==> src/rtl/sqrt_bcd_formatter.sv <==
// Fixed-point (8.8) to four-digit BCD II.FF converter, iterative double-dabble.
// Optional SQRT_BCD_ROUND_EN: round the hundredths digit to nearest instead of truncating.
module sqrt_bcd_formatter #(
    parameter int IN_W   = 16,
    parameter int FRAC_W = 8,
    parameter int BIN_W  = 14
) (
    input  logic            clk,
    input  logic            rst_n,
    input  logic            in_valid,
    output logic            in_ready,
    input  logic [IN_W-1:0] in_data,
    output logic            out_valid,
    input  logic            out_ready,
    output logic [15:0]     out_bcd,
    output logic            out_ovf
);

`ifdef SQRT_BCD_ROUND_EN
    localparam logic [14:0] RND = 15'd128;
`else
    localparam logic [14:0] RND = 15'd0;
`endif

    typedef enum logic [1:0] {IDLE, SCALE, SHIFT, DONE} state_t;

    state_t state, state_n;

    logic [IN_W-1:0]  data_r;
    logic [BIN_W-1:0] value_r;
    logic [15:0]      bcd_r;
    logic [3:0]       cnt_r;
    logic             ovf_r;
    logic             ready_r;

    logic [IN_W-FRAC_W-1:0] int_part;
    logic [14:0]            prod;
    logic [15:0]            value_w;
    logic                   sat;
    logic [15:0]            adj;
    logic [15:0]            shift_w;
    logic                   last;
    logic                   accept;

    assign int_part = data_r[IN_W-1:FRAC_W];
    assign prod     = {7'd0, data_r[FRAC_W-1:0]} * 15'd100 + RND;
    assign value_w  = {8'd0, int_part} * 16'd100 + 16'(prod >> 8);
    assign sat      = (int_part > 8'd99) || (value_w > 16'd9999);

    // Double-dabble correction: any digit >= 5 would overflow past 9 on the shift.
    always_comb begin
        adj = bcd_r;
        for (int i = 0; i < 4; i++) begin
            if (bcd_r[4*i +: 4] >= 4'd5)
                adj[4*i +: 4] = bcd_r[4*i +: 4] + 4'd3;
        end
    end

    assign shift_w = {adj[14:0], value_r[BIN_W-1]};
    assign last    = (cnt_r == 4'(BIN_W - 1));
    assign accept  = in_valid && ready_r;

    assign in_ready  = ready_r;
    assign out_valid = (state == DONE);

    always_comb begin
        state_n = state;
        unique case (state)
            IDLE:  if (accept)    state_n = SCALE;
            SCALE:                state_n = SHIFT;
            SHIFT: if (last)      state_n = DONE;
            DONE:  if (out_ready) state_n = IDLE;
            default:              state_n = IDLE;
        endcase
    end

    always_ff @(posedge clk or negedge rst_n) begin
        if (!rst_n) begin
            state   <= IDLE;
            ready_r <= 1'b0;
        end else begin
            state   <= state_n;
            ready_r <= (state_n == IDLE);
        end
    end

    always_ff @(posedge clk or negedge rst_n) begin
        if (!rst_n) begin
            data_r  <= '0;
            value_r <= '0;
            bcd_r   <= '0;
            cnt_r   <= '0;
            ovf_r   <= 1'b0;
            out_bcd <= '0;
            out_ovf <= 1'b0;
        end else begin
            unique case (state)
                IDLE: begin
                    if (accept)
                        data_r <= in_data;
                end
                SCALE: begin
                    value_r <= sat ? BIN_W'(9999) : value_w[BIN_W-1:0];
                    ovf_r   <= sat;
                    bcd_r   <= '0;
                    cnt_r   <= '0;
                end
                SHIFT: begin
                    bcd_r   <= shift_w;
                    value_r <= value_r << 1;
                    cnt_r   <= cnt_r + 4'd1;
                    if (last) begin
                        out_bcd <= shift_w;
                        out_ovf <= ovf_r;
                    end
                end
                default: ;
            endcase
        end
    end

endmodule
==> config.mk <==
export PLATFORM = sky130hd
export DESIGN_NAME = sqrt_bcd_formatter
export DESIGN_NICKNAME = d
export VERILOG_FILES = /design/src/rtl/sqrt_bcd_formatter.sv
export SDC_FILE = /design/constraint.sdc
export NUM_CORES = 1
export LEC_CHECK = 0
export BUFFER_PORTS_ARGS = -buffer_cell sky130_fd_sc_hd__buf_2
export CORE_MARGIN = 5
export CORE_UTILIZATION = 25
export CTS_CLUSTER_DIAMETER = 30
export DETAILED_ROUTE_END_ITERATION = 8
export SLEW_MARGIN = 40
export SYNTH_ARGS = -nofsm -noshare
export SYNTH_HDL_FRONTEND = slang
export SYNTH_SLANG_ARGS = --single-unit
export TNS_END_PERCENT = 30
==> constraint.sdc <==
create_clock -name clk -period 5.9 [get_ports clk]
set_clock_uncertainty 0.15 [all_clocks]
set_input_delay 0.885 -clock clk [delete_from_list [all_inputs] [get_ports clk]]
set_output_delay 0.885 -clock clk [all_outputs]
set_load 0.02 [all_outputs]
Word level (Yosys, flattened, before mapping)
Index checks and enable logic that the tools add are counted.
{"block": "classes", "add_sub_neg": 6, "reduce_logical": 7, "n_eq_ne": 4, "order_cmp": 6, "muxes": 12, "n_mul": 2}
{"op": "16-bit one-hot mux with 2 select lines", "count": 1}
{"op": "14-bit one-hot mux with 2 select lines", "count": 1}
{"op": "8-bit by 5-bit multiplier with 13-bit output, second input constant", "count": 2}
{"op": "15-bit by 7-bit adder with 16-bit output", "count": 1}
{"op": "4-bit by 3-bit >= comparator with 1-bit output, second input constant", "count": 4}
{"op": "16-bit by 14-bit > comparator with 1-bit output, second input constant", "count": 1}
{"op": "14-bit two-way mux", "count": 1}
{"op": "4-bit by 2-bit adder with 4-bit output, second input constant", "count": 3}
{"op": "4-bit two-way mux", "count": 3}
{"op": "8-bit by 7-bit > comparator with 1-bit output, second input constant", "count": 1}
{"op": "2-bit one-hot mux with 4 select lines", "count": 1}
{"op": "4-bit one-hot mux with 2 select lines", "count": 1}
{"op": "2-bit two-way mux", "count": 3}
{"op": "4-bit by 1-bit adder with 4-bit output, second input constant", "count": 1}
{"op": "2-bit == test, second input constant", "count": 2}
{"op": "4-bit == test, second input constant", "count": 1}
{"op": "2-bit logical NOT", "count": 2}
{"op": "2-bit AND reduction", "count": 2}
{"op": "3-bit by 2-bit adder with 3-bit output, second input constant", "count": 1}
{"op": "3-bit two-way mux", "count": 1}
{"op": "2-bit by 1-bit == test with 1-bit output, second input constant", "count": 1}
{"op": "2-bit nonzero test", "count": 1}
{"op": "1-bit logical AND", "count": 1}
{"op": "1-bit logical OR", "count": 1}
{"block": "totals", "ff_bits": 71, "wordCells": 46, "in_bits": 20, "out_inout_bits": 19}

Logic depth before layout (Yosys ltp)
Gate-level depths: netlist (run 1).
{"block": "logic_depth", "word_depth": 6, "ltp_mapped": 20, "ltp_nobuf": 20}

Worst setup path before layout (run 1)
Ideal clock, no wire load.
{"block": "synth_path", "path_kind": "register to register", "start": "register data_r[2]", "end": "register value_r[12]", "path_buffers": 0, "setup_ns": 0.126, "stages_incl_launch_ff": 21, "required_time_ns": 5.624, "synth_period_minus_slack_ns": 5.275, "t_arrival_ns": 4.999, "slack_ns": 0.625, "path_cell_list": "dfrtp_1 ha_1 ha_1 fa_1 ha_1 inv_1 o21bai_1 a21oi_1 o21bai_1 a21o_1 a21o_1 xor2_1 ha_1 or2_2 and3_1 o221ai_1 a2111oi_0 or3_1 o41ai_2 nor4_4 a221o_1"}
{"block": "synth_between", "elab_chain_len": 6}
{"element": "start, declared", "line": "29", "source": "logic [IN_W-1:0] data_r;"}
{"element": "start signal, assigned", "line": "100", "source": "data_r <= in_data;"}
{"element": "8-bit by 5-bit multiplier with 13-bit output *", "line": "46", "source": "assign prod = {7'd0, data_r[FRAC_W-1:0]} * 15'd100 + RND;"}
{"element": "15-bit by 7-bit adder with 16-bit output *", "line": "47", "source": "assign value_w = {8'd0, int_part} * 16'd100 + 16'(prod >> 8);"}
{"element": "16-bit by 14-bit > comparator with 1-bit output", "line": "48", "source": "assign sat = (int_part > 8'd99) || (value_w > 16'd9999);"}
{"element": "1-bit logical OR", "line": "48"}
{"element": "14-bit two-way mux *", "line": "103", "source": "value_r <= sat ? BIN_W'(9999) : value_w[BIN_W-1:0];"}
{"element": "14-bit one-hot mux with 2 select lines *", "line": "97", "source": "unique case (state)"}
{"element": "end signal, assigned", "line": "103"}
{"element": "end signal, assigned", "line": "110", "source": "value_r <= value_r << 1;"}
{"element": "end, declared", "line": "30", "source": "logic [BIN_W-1:0] value_r;"}
Every way passes the cells marked *; elsewhere a longest branch is shown, timed or not.
A chain may end at the register's enable or synchronous reset.

Worst setup path in the final report (run 1)
{"block": "layout_path", "start": "register data_r[1]", "end": "register value_r[12]"}
The elaborated chain is that of the path after synthesis.

==> results of run 1 <==
-- layer usage --
metal  track usage (%)  up-vias
li1                  -     1869
met1             12.50     1698
met2             13.76       49
met3             2.499        7
met4             2.426        0
met5                 0        -
-- stage by stage --
| stage | setup slack, ps | area [µm²] |
|---|---|---|
| after detailed placement | 321.2 | 5514 |
| after CTS | 289.6 | 5797 |
| after floorplan | 625.0 | 5017 |
| after global routing | 16.51 | 5804 |
| final | 342.4 | 5804 |
| after global placement | 371.4 | 5510 |
-- sequential cells by signal (all words and copies together), names as in the netlist --
name and count:
cnt_r 4, data_r 16, in_ready 1, value_r 14, out_ovf 1, bcd_r 16, out_bcd 16, state 2
ovf_r 1
-- cell families (layout without fill, tap and decap cells) --
logic type,count (synthesis),in the layout
AO/OA/AOI/OAI,122,122
XOR/XNOR,24,24
adder cells (fa/ha/maj),86,86
buffers and inverters,61,104
flip-flops,71,71
multiplexers,26,26
AND/OR/NAND/NOR,106,106
-- cells in the final DEF (no fill, tap or decap), types with 9 or more instances in the layout --
cell type and count:
ha_1 79, dfrtp_1 71, inv_1 47, o21ai_0 39, buf_2 37, nand2_1 29
mux2_2 25, a21oi_1 22, nor2_1 18, xnor2_1 17, o22ai_1 14, a31oi_1 12
clkbuf_16 9
-- worst max-delay path, delay by kind of cell, from the launching register on --
kind            cells  cell delay (ps)
flops               1              400
simple gates        4             1000
fa+ha+maj           5             1520
compound gates     10             2260
xor+xnor            1              140
-- area by class of cell --
| type | count | area [µm²] |
|---|---|---|
| fill | 2080 | 13790 |
| sequential | 71 | 1777 |
| tap | 265 | 331.6 |
| clock inverter | 6 | 43.79 |
| clock buffer | 10 | 239.0 |
| multi-input combinational | 364 | 3018 |
| inverter | 47 | 176.4 |
| timing repair buffer | 41 | 219.0 |
-- how the worst max path moves through the flow --
stage,startpoint,end,depth (start not counted)
finish,data_r[1],value_r[12],20
global route,data_r[2],value_r[12],20
CTS,data_r[1],value_r[12],20
detailed placement,data_r[1],value_r[12],20
global placement,data_r[2],value_r[12],20
floorplan,data_r[2],value_r[12],20
==> flow_metrics.tcl, run 1 <==
set metrics [dict create \
    vias_per_cell 4.506 \
    min_from "out_bcd[13]" \
    cts_buffers 9 \
    rsz0062_at_grt "no" \
    clockBufferDepth 2 \
    syn2layout_area_growth_pct 15.69 \
    reg2regPathDepth 20 \
    cp_max_fo 4 \
    r2r_end "value_r[12]" \
    synth_area_leader_cell "dfrtp_1" \
    die_w_um 151.7 \
    hold-worst-slack_ps 322.0 \
    synth-edff-count 0 \
    min_to "out_bcd[13]" \
    yosys_most_used_dff "dfrtp_1" \
    io_pins 39 \
    synth_area_per_cell_um2 10.12 \
    gp_congestion 0.7855 \
    die-area_um2 23000 \
    antenna_left 0 \
    cts_tree "built" \
    synthSimpleGateAreaFrac_pct 11.85 \
    drtIter0Drc 120 \
    cts_hold_buf 0 \
    worstSkewPairLatency_ps 340 \
    final_cell_count_no_fill 804 \
    drv_cap 0 \
    reg2reg_from "data_r[1]" \
    ys_seq_elements 71 \
    regToRegSetupSlack_ps 340 \
    cpPeakStageDelay_ps 410 \
    synth_area_um2 5017 \
    htreeDepth 3 \
    tightest_slew_ps 664.5 \
    drive_above_1_share_pct 18.92 \
    wl_met2_um 4286 \
    hpwl_um 7214 \
    track_usage_pct 8.995 \
    rows 51 \
    synth_adder_area_share_pct 22.34 \
    core_area_um2 19590 \
    nets 640 \
    grt_pass1_wl_um 16660 \
    required_ps 5970 \
    clk_pin_slew_ps 60 \
    post-route-util_pct 29.63 \
    crit_path_end_kind "flop" \
    crit_slowest_cell "or3_1" \
    postCtsSetupRepairBufs 0 \
    cts-root-buf "clkbuf_16" \
    grt_pass1_vias 3524 \
    yosysSeqAreaShare_pct 35.41 \
    path_cells "ha_1 > ha_1 > ha_1 > ha_1 > a41oi_1 > o21bai_1 > a21oi_1 > o21bai_1 > a21o_1 > a21o_1 > xor2_1 > ha_1 > or2_2 > and3_1 > o221ai_1 > a2111oi_0 > or3_1 > o41ai_2 > nor4_4 > a221o_1" \
    cts-resized-gates 0 \
    worstHoldPathType "flop to flop" \
    crit_type "flop to flop" \
    finalHoldViolCount 0 \
    place_inst 788 \
    start_util_pct 25.61 \
    wl_met3_um 346 \
    drtPass1Iterations 4 \
    synth_top_cells_by_area "dfrtp_1 (35%), ha_1 (20%), mux2_2 (5.6%), o21ai_0 (3.9%), inv_1 (3.5%)" \
    fin_crit_sh_pct 94.20 \
    grt_max_degree 72 \
    slew_headroom_pct 55.70 \
    drc 0 \
    drt-wirelength-per-cell_um 12.02 \
    synth-xor-area-share_pct 4.190 \
    synth-async-reset-ratio_pct 100.0 \
    cp-start-kind "flop" \
    critPathArrivalTime_ps 5620 \
    insertedDiodeCount 0 \
    tns_ps 0 \
    via_count 3623 \
    io_buffer_count 38 \
    period_needed_ps 5558 \
    synthMuxAreaShare_pct 5.910 \
    yosys.cell_types.count 57 \
    syn_inst 496 \
    synth-compound-area-share_pct 15.71 \
    synth_common_cells "ha_1 (80), dfrtp_1 (71), inv_1 (47), o21ai_0 (39), nand2_1 (29)" \
    synth_top_family_by_area "adder cells" \
    crit_top_cell "ha_1" \
    post-synth-top-area-fraction_pct 35.41 \
    synth_nets 602 \
    met1_length_um 4947 \
    setup_viol 0 \
    slew_violations 0 \
    wl_um 9662 \
    antenna_found_initial 0 \
    top_layer "met4" \
    overflow 0 \
    clock_sinks 71 \
    timing.fmax_mhz 179.9 \
    die_h_um 151.7 \
    outcome "complete, no violations" \
    hold_path_depth 2 \
    yosysWarnings 0 \
    synth.most_common_cell "ha_1" \
]
Power of run 1 is left out: the tool's default activity adds up to more than one toggle a clock period on the data nets, which glitch-free logic cannot reach.
==> inputs of run 2 (changes only) <==
--- a/config.mk
+++ b/config.mk
@@ -10,6 +10,7 @@
 export CORE_UTILIZATION = 25
 export CTS_CLUSTER_DIAMETER = 30
 export DETAILED_ROUTE_END_ITERATION = 8
+export PLACE_DENSITY = 0.45
 export SLEW_MARGIN = 40
 export SYNTH_ARGS = -nofsm -noshare
 export SYNTH_HDL_FRONTEND = slang
==> flow_metrics.tcl, run 2 (synthesized netlist as in run 1, its figures left out) <==
set metrics [dict create \
    cts-root-buf "clkbuf_16" \
    cts_buffers 9 \
    tns_ps 0 \
    outcome "complete, no violations" \
    drtPass1Iterations 4 \
    rows 51 \
    critPathArrivalTime_ps 5610 \
    slew_headroom_pct 42.56 \
    wl_met2_um 4805 \
    die_w_um 151.7 \
    rsz0062_at_grt "no" \
    drt-wirelength-per-cell_um 12.97 \
    core_area_um2 19590 \
    mostFrequentLayoutCells "ha_1 (79), dfrtp_1 (71), inv_1 (47)" \
    track_usage_pct 9.651 \
    cts_tree "built" \
    io_pins 39 \
    crit_type "flop to flop" \
    grt_pass1_wl_um 18030 \
    worstHoldPathType "flop to flop" \
    setup_viol 0 \
    worstSkewPairLatency_ps 340 \
    wl_um 10420 \
    slew_violations 0 \
    finalHoldViolCount 0 \
    htreeDepth 3 \
    largestRegisters "bcd_r (16), data_r (16), out_bcd (16)" \
    cp-start-kind "flop" \
    start_util_pct 25.61 \
    nets 641 \
    drv_cap 0 \
    top_layer "met4" \
    gp_congestion 0.7973 \
    post-route-util_pct 29.81 \
    antenna_found_initial 0 \
    drtIter0Drc 181 \
    io_buffer_count 38 \
    fin_crit_sh_pct 93.98 \
    via_count 3689 \
    insertedDiodeCount 0 \
    die-area_um2 23000 \
    syn2layout_area_growth_pct 16.38 \
    die_h_um 151.7 \
    hpwl_um 7735 \
    overflow 0 \
    drc 0 \
    grt_max_degree 72 \
    required_ps 5970 \
    timing.fmax_mhz 180.3 \
    clock_sinks 71 \
    period_needed_ps 5545 \
    met1_length_um 5107 \
    cp_max_fo 4 \
    crit_path_end_kind "flop" \
    vias_per_cell 4.594 \
    drive_above_1_share_pct 18.96 \
    final_common_cell "ha_1" \
    wl_met3_um 359 \
    grt_pass1_vias 3814 \
    clk_pin_slew_ps 60 \
    tightest_slew_ps 853.7 \
    clockBufferDepth 2 \
    antenna_left 0 \
]
-- run 2: worst paths after layout --
check	from	end	slack, ps	cells past startpoint
min reg2reg	out_bcd[5]	out_bcd[5]	320	2
max in group asynchronous	rst_n	value_r[3]	4630	2
min in group asynchronous	rst_n	bcd_r[3]	510	2
max reg2reg	data_r[2]	value_r[6]	360	20
max	data_r[2]	value_r[6]	360	20
min	out_bcd[5]	out_bcd[5]	320	2
-- run 2: stage by stage --
step	instances	hold slack (ps)	cell area (µm²)	setup slack, ps
after global routing	803	348.1	5839	9.681
after CTS	803	331.1	5818	267.1
after floorplan	496	300.2	5017	625.0
after detailed placement	789	318.6	5522	300.7
final	803	321.1	5839	355.1
after global placement	789	309.0	5515	380.5
-- run 2: timing repair --
item,4_1_cts,5_1_grt
buffers inserted,0,0
gates resized for setup,0,3
setup endpoints to repair,0,7
hold buffers,0,0
-- run 2: cell type report --
class	instances	area (µm²)
clock inverters	3	43.79
multi-input cells	364	3034
inverters	47	176.4
clock buffers	11	252.7
fillers	2074	13750
well taps	265	331.6
flip-flops and latches	71	1777
repair buffers	42	224.0
-- run 2: worst max-delay path, stage by stage (launching register included) --
cell	delay, ps
dfrtp_1	400
ha_1	310
ha_1	320
fa_1	470
ha_1	300
inv_1	80
o21bai_1	120
a21oi_2	190
o21bai_1	100
a21o_1	210
a21o_1	200
xor2_1	140
ha_1	350
or2_2	310
and3_1	200
o221ai_1	240
a2111oi_0	130
or3_1	440
nor4_2	370
o41ai_1	120
mux2_2	270
-- run 2: layer usage --
layer / track usage [%] / vias to the layer above
met5: 0 / -
met4: 2.830 / 0
met3: 2.528 / 13
met2: 15.71 / 51
met1: 12.62 / 1766
li1: - / 1859
Power of run 2 is left out for the same reason.
